**config.mk**
```make
export PLATFORM = sky130hd
export DESIGN_NAME = argmax_classifier_fix
export DESIGN_NICKNAME = d
export VERILOG_FILES = /design/src/rtl/argmax_classifier_fix.sv
export SDC_FILE = /design/constraint.sdc
export NUM_CORES = 1
export LEC_CHECK = 0
export ABC_AREA = 0
export BUFFER_PORTS_ARGS = -buffer_cell sky130_fd_sc_hd__buf_4
export CORE_MARGIN = 1
export CORE_UTILIZATION = 35
export DETAILED_ROUTE_END_ITERATION = 8
export SLEW_MARGIN = 20
export SYNTH_ARGS = -nofsm -noshare
export SYNTH_HDL_FRONTEND = slang
export SYNTH_SLANG_ARGS = --single-unit
```
**constraint.sdc**
```tcl
create_clock -name clk -period 7.4 [get_ports clk]
set_clock_uncertainty 0.05 [all_clocks]
set_input_delay 0.74 -clock clk [delete_from_list [all_inputs] [get_ports clk]]
set_output_delay 0.74 -clock clk [all_outputs]
set_load 0.05 [all_outputs]
```
**src/rtl/argmax_classifier_fix.sv**
```systemverilog
// Serial argmax over a snapshot of signed class scores: winning index, winning score,
// and margin over the runner-up, held under a valid/ack handshake.
module argmax_classifier_fix #(
    parameter int WIDTH         = 8,
    parameter int NUM_CLASSES   = 10,
    parameter int IDX_WIDTH     = 4,
    parameter int MARGIN_THRESH = 0
) (
    input  logic                        clk,
    input  logic                        rst,
    input  logic                        start,
    input  logic signed [WIDTH-1:0]     scores [NUM_CLASSES-1:0],
    input  logic                        res_ack,
    output logic                        busy,
    output logic                        res_valid,
    output logic        [IDX_WIDTH-1:0] class_idx,
    output logic signed [WIDTH-1:0]     max_val,
    output logic        [WIDTH:0]       margin,
    output logic                        low_conf
);

    typedef enum logic [1:0] {IDLE, SCAN, DONE} state_t;

    localparam logic [IDX_WIDTH-1:0]  LAST     = IDX_WIDTH'(NUM_CLASSES - 1);
    localparam logic signed [WIDTH-1:0] MOST_NEG = {1'b1, {(WIDTH-1){1'b0}}};
    localparam logic [WIDTH:0]        THRESH   = (WIDTH+1)'(MARGIN_THRESH);

    state_t                     state, state_nxt;
    logic        [IDX_WIDTH-1:0] cnt;
    logic signed [WIDTH-1:0]     snap [NUM_CLASSES-1:0];
    logic signed [WIDTH-1:0]     best_val, second_val, v;
    logic signed [WIDTH-1:0]     best_val_nxt, second_val_nxt;
    logic        [IDX_WIDTH-1:0] best_idx, best_idx_nxt;
    logic        [WIDTH:0]       margin_nxt;

    always_ff @(posedge clk) begin
        if (rst) state <= IDLE;
        else     state <= state_nxt;
    end

    always_comb begin
        state_nxt = state;
        case (state)
            IDLE:    if (start)       state_nxt = SCAN;
            SCAN:    if (cnt == LAST) state_nxt = DONE;
            DONE:    if (res_ack)     state_nxt = IDLE;
            default:                  state_nxt = IDLE;
        endcase
    end

    // Strict compare keeps the lowest index on ties; an equal value only lifts the runner-up.
    always_comb begin
        v              = snap[cnt];
        best_val_nxt   = best_val;
        best_idx_nxt   = best_idx;
        second_val_nxt = second_val;
        if (v > best_val) begin
            second_val_nxt = best_val;
            best_val_nxt   = v;
            best_idx_nxt   = cnt;
        end else if (v > second_val) begin
            second_val_nxt = v;
        end
        margin_nxt = {best_val_nxt[WIDTH-1], best_val_nxt} - {second_val_nxt[WIDTH-1], second_val_nxt};
    end

    always_ff @(posedge clk) begin
        if (rst) begin
            cnt        <= '0;
            best_val   <= '0;
            best_idx   <= '0;
            second_val <= '0;
            busy       <= 1'b0;
            res_valid  <= 1'b0;
            class_idx  <= '0;
            max_val    <= '0;
            margin     <= '0;
            low_conf   <= 1'b0;
            for (int i = 0; i < NUM_CLASSES; i++) snap[i] <= '0;
        end else begin
            busy      <= (state_nxt != IDLE);
            res_valid <= (state_nxt == DONE);
            case (state)
                IDLE: if (start) begin
                    snap       <= scores;
                    best_val   <= scores[0];
                    best_idx   <= '0;
                    second_val <= MOST_NEG;
                    cnt        <= IDX_WIDTH'(1);
                end
                SCAN: begin
                    best_val   <= best_val_nxt;
                    best_idx   <= best_idx_nxt;
                    second_val <= second_val_nxt;
                    if (cnt == LAST) begin
                        class_idx <= best_idx_nxt;
                        max_val   <= best_val_nxt;
                        margin    <= margin_nxt;
                        low_conf  <= (margin_nxt <= THRESH);
                    end else begin
                        cnt <= cnt + IDX_WIDTH'(1);
                    end
                end
                default: ;
            endcase
        end
    end

endmodule

```
# After elaboration in Yosys (flattened, before gate mapping)
# Cells that the tools add are included.
word_totals:
  reg_bits: 130
  latchBits: 0
  ram_bits: 0
  rom_bits: 0
  out_inout_bits: 24
  elab_cells: 59
  memories: 0
op_classes:
  addsub: 2
  multipliers: 0
  div_mod_pow: 0
  n_lt_le_gt_ge: 4
  n_eq_ne: 6
  shifts: 0
  mux: 19
  bitwise_logic: 0
  n_reduce_logical: 7
op_table:
  columns: ["op", "n"]
  rows:
  - ["two-way mux 8 bit", 6]
  - ["binary-select mux 8 bit (select 4 bit)", 1]
  - ["one-hot mux 8 bit (2 select lines)", 2]
  - ["> comparator 8 bit", 2]
  - ["two-way mux 4 bit", 4]
  - ["one-hot mux 4 bit (2 select lines)", 2]
  - ["<= comparator 9 x 1 -> 1 bit, second input constant", 1]
  - ["subtractor 8 x 8 -> 9 bit", 1]
  - ["two-way mux 2 bit", 3]
  - ["one-hot mux 2 bit (3 select lines)", 1]
  - ["AND reduction 2 bit", 3]
  - ["less-than comparator 4 x 5 -> 1 bit, second input constant", 1]
  - ["adder 4 x 1 -> 4 bit, second input constant", 1]
  - ["equality test 2 bit, second input constant", 2]
  - ["equality test 4 bit, second input constant", 1]
  - ["!= test 2 bit, second input constant", 2]
  - ["nonzero test 2 bit", 2]
  - ["AND reduction 3 bit", 1]
  - ["equality test 2 x 1 -> 1 bit, second input constant", 1]
  - ["zero test 2 bit", 1]

# Logic depth before layout (Yosys ltp)
logic_depth:
  ltp_word: 7
  depth_mapped: 27
  depth_no_buf: 23

# Worst setup path before layout
# OpenSTA, ideal clock, no wires.
synth_timing:
  path_type: "register -> register"
  startpoint: "reg cnt[0]"
  endpoint: "reg low_conf"
  arrival_time_ns: 5.722
  slack_ns: 1.512
  path_stages_with_launch: 26
  n_path_buf: 5
  synth_period_minus_slack_ns: 5.888
  path_cell_list: "dfxtp_1 -> buf_6 -> buf_2 -> mux4_2 -> mux2i_1 -> o22ai_1 -> ha_1 -> nand4_1 -> o21bai_1 -> a32oi_1 -> clkbuf_1 -> clkbuf_1 -> clkbuf_1 -> nand2_1 -> o21ai_0 -> ha_1 -> inv_1 -> fa_1 -> a21oi_1 -> o211ai_1 -> a32oi_1 -> a21oi_1 -> a211o_1 -> mux2i_1 -> nor3b_1 -> a31o_1"
synth_via:
  elab_chain_len: 7
synth_lines:
  columns: ["element", "line_no", "source"]
  rows:
  - ["from (decl)", "29", "logic [IDX_WIDTH-1:0] cnt;"]
  - ["from (signal assigned)", "101", "cnt <= cnt + IDX_WIDTH'(1);"]
  - ["binary-select mux 8 bit (select 4 bit)", "53", "v = snap[cnt];"]
  - ["two-way mux 8 bit (implied by the code)", "53", null]
  - ["> comparator 8 bit", "61", "end else if (v > second_val) begin"]
  - ["two-way mux 8 bit", "61", null]
  - ["two-way mux 8 bit", "57", "if (v > best_val) begin"]
  - ["subtractor 8 x 8 -> 9 bit", "64", "margin_nxt = {best_val_nxt[WIDTH-1], best_val_nxt} - {second_val_nxt[WIDTH-1], second_val_nxt};"]
  - ["<= comparator 9 x 1 -> 1 bit", "99", "low_conf <= (margin_nxt <= THRESH);"]
  - ["to (signal assigned)", "99", null]
  - ["to (decl)", "19", "output logic low_conf"]
# Several ways; a longest one is shown, not always the timed one. The select of a mux whose other input is x is not followed.
# A chain may end at the register's enable or synchronous reset.

# Worst setup path after layout
# Ends and elaborated chain as after synthesis.

==> flow_summary.toml <==
[outcome]
status = "finished clean"

[place]
hpwl_mm = 12.87
dpl_cell_area_sq_mm = 0.007392
dp_cells = 1089
place_congestion = 0.8985
io_buffers = 107
pre_cts_ws_ns = 1.227

[clocking]
cts-resized-gates = 0
cts_root_buf = "clkbuf_16"
post_cts_buffers = 0
postCtsHoldBufs = 0
tritoncts = "built"
cts_buffer_depth = 2
cts_buffers = 17
clock_sinks = 130
h-tree-depth = 4
insertion_delay_ns = 0.43
clk_pin_slew_ns = 0.06

[routing]
viasPerCell = 5.231
drtPass1Iterations = 5
drc = 0
drtAntennaViolNets = 0
wl_mm = 17.84
drt_iter0_markers = 442
vias = 5864
routedWlPerCell_um = 15.92

[finish]
layout-drive-gt1-share_pct = 19.84
fill_cells = 1844
ff_latch_area_sq_mm = 0.002604
fin_cells = 1121
fin_area_sq_mm = 0.008001
antenna_cells = 0
fin_util_pct = 44.39
multiInputGateArea_sq_mm = 0.003541
syn_to_final_growth_pct = 23.74
nets = 987

[critical_path]
crit_start = "cnt[0]"
cp_top_family = "compound AO/OA/AOI/OAI gates"
worst-path-buf-inv = 1
cp_data_required_time_ns = 7.71
slowest_delay_ns = 0.60
start_kind = "flop"
worst-r2r-cell-count = 21
cp_max_fo = 19
cp.depth = 21
cp_data_arrival_time_ns = 6.51
worstPathCellList = "buf_4, mux4_2, mux2i_1, o22ai_1, ha_1, nand4_1, o221ai_1, and2_1, nor2_1, o21ai_0, o21ai_0, ha_1, a21o_1, a21oi_1, a21oi_1, o211ai_1, a221o_1, nand2_1, a311oi_1, xor2_1, a31o_1"
end_kind = "flop"
r2r_start = "cnt[0]"
crit_type = "reg2reg"
cpMaxStageDelayCell = "dfxtp_2"

[yosys]
syn_inst = 804
synthDistinctLibCells = 66
async_flop_share_pct = 0
ys_warn_count = 0
yosysTopAreaCell = "dfxtp_1"
synth_ff_type = "dfxtp_1"
synth_area_per_cell_sq_um = 8.043
synth_edf_count = 0
yosysTopAreaCellShare_pct = 40.25
ys_ff_latch = 130
synthesis.area_sq_mm = 0.006466
ys_seq_area_share_pct = 40.25
syn-num-nets = 912
synth_area_leaders = "dfxtp_1, nand2_1, a21oi_1"

[grt]
grt_antenna_before_repair = 0
gr-total-overflow = 0
grt_max_degree = 87
grt_usage_pct = 19.54
grt_pass1_vias = 5492
grt_first_pass_wirelength_mm = 28.32

[sta]
rsz0062_at_grt = "no"
maxSlewViolCount = 0
fin_crit_sh_pct = 83.84
setup_ws_ns = 1.196
period_needed_ns = 6.204
tightest_slew_ns = 1.080
finalSetupTns_ns = 0
hold_violations = 0
relSlewSlack_pct = 27.87
whs_ns = 0.4013
fmax_mhz = 161.2
setup_viol = 0

[power]
p_leak_nw = 3.161
power_mw = 2.409
ir_drop_uv = 238.8
powerDensity_mw_per_mm2 = 301.0

[floorplan]
die_w_um = 137.9
core_area_sq_mm = 0.01802
start_util_pct = 35.87
dieArea_sq_mm = 0.01902
num_rows = 49
pin_count = 108
die_h_um = 137.9

[min_path]
hold_path_depth = 2
hp-class = "reg2reg"
min_from = "snap[27]"

[job]
cap_viol_max_count = 0
[worst paths after layout]
| kind | endpoint | slack [ns] |
|---|---|---|
| setup / recovery | low_conf | 1.20 |
| hold / removal | snap[27] | 0.40 |
| setup reg to reg | low_conf | 1.20 |
| hold reg to reg | snap[27] | 0.40 |
[Yosys cell counts, drive strengths merged (2+ instances only)]
| cell type | count |
|---|---|
| nand2 | 198 |
| dfxtp | 130 |
| a21oi | 111 |
| nor2 | 69 |
| clkbuf | 47 |
| o21ai | 34 |
| inv | 27 |
| ha | 23 |
| mux2i | 21 |
| mux4 | 15 |
| a211oi | 12 |
| buf | 11 |
| a22oi | 10 |
| a31oi | 7 |
| o211ai | 6 |
| o22ai | 6 |
| xnor2 | 6 |
| a222oi | 5 |
| nand3 | 5 |
| nand4 | 5 |
| a21o | 4 |
| nand2b | 4 |
| nor2b | 4 |
| or2 | 4 |
| xor2 | 4 |
| nor3 | 3 |
| nor3b | 3 |
| a221o | 2 |
| a311oi | 2 |
| a32oi | 2 |
| and2 | 2 |
| nand4b | 2 |
| o311ai | 2 |
| o31ai | 2 |
[registers in the layout (all words and copies together) (netlist names)]
register    count
res_valid       1
max_val         8
margin          9
snap           80
state           2
cnt             4
busy            1
second_val      8
class_idx       4
low_conf        1
best_val        8
best_idx        4
[where the power goes]
group | leakage [nW] | total [mW] | switching [mW] | internal, mW
logic | 1.81 | 0.769 | 0.461 | 0.308
clock network | 0.292 | 0.872 | 0.334 | 0.537
registers | 1.06 | 0.768 | 0.0307 | 0.738
total | 3.16 | 2.41 | 0.826 | 1.58
[kinds of logic (layout without fill, tap and decap cells)]
| logic type | Yosys count | in the layout | share of synthesized area [%] |
|---|---|---|---|
| adders and majority gates | 25 | 25 | 4.915 |
| muxes | 36 | 36 | 8.533 |
| DFF | 130 | 130 | 40.25 |
| buffers and inverters | 86 | 174 | 5.166 |
| AOI/OAI and AO/OA | 214 | 214 | 20.65 |
| and+or+nand+nor | 303 | 303 | 19.14 |
| xor gates and xnor gates | 10 | 10 | 1.354 |
[metal layers]
layer / wire, um / GRT usage (%) / part of all wire [%] / vias up
met5: 0 / 0 / 0 / -
met4: 288 / 6.522 / 1.6 / 0
met3: 885 / 4.751 / 5.0 / 20
met2: 8393 / 30.83 / 47 / 177
met1: 8275 / 26.00 / 46 / 2737
li1: - / - / - / 2930
[worst register-to-register path, stage by stage (launching register included)]
cell	delay [ns]
dfxtp_2	0.60
buf_4	0.38
mux4_2	0.55
mux2i_1	0.15
o22ai_1	0.21
ha_1	0.40
nand4_1	0.10
o221ai_1	0.42
and2_1	0.50
nor2_1	0.07
o21ai_0	0.14
o21ai_0	0.22
ha_1	0.34
a21o_1	0.17
a21oi_1	0.41
a21oi_1	0.21
o211ai_1	0.20
a221o_1	0.19
nand2_1	0.09
a311oi_1	0.31
xor2_1	0.26
a31o_1	0.17
[cells in the final DEF (no fill, tap or decap), types with 5 or more instances in the layout]
| master | n |
|---|---|
| mux2i_1 | 21 |
| o21ai_0 | 29 |
| ha_1 | 23 |
| xnor2_1 | 6 |
| a211oi_1 | 12 |
| clkbuf_16 | 17 |
| inv_1 | 26 |
| mux4_2 | 14 |
| nor2_1 | 68 |
| nand2_1 | 196 |
| a222oi_1 | 5 |
| a21oi_1 | 109 |
| buf_4 | 114 |
| o211ai_1 | 6 |
| o22ai_1 | 6 |
| a22oi_1 | 10 |
| nand3_1 | 5 |
| dfxtp_1 | 129 |
| nand4_1 | 5 |
[final cells by class]
class / count / area share, %
Clock buffer: 19 / 5.410
Tap cell: 229 / 3.581
Timing Repair Buffer: 114 / 10.70
Clock inverter: 13 / 2.205
Multi-Input combinational cell: 588 / 44.25
Inverter: 28 / 1.314
Sequential cell: 130 / 32.54
No activity file was read; power rests on OpenSTA's default activity.
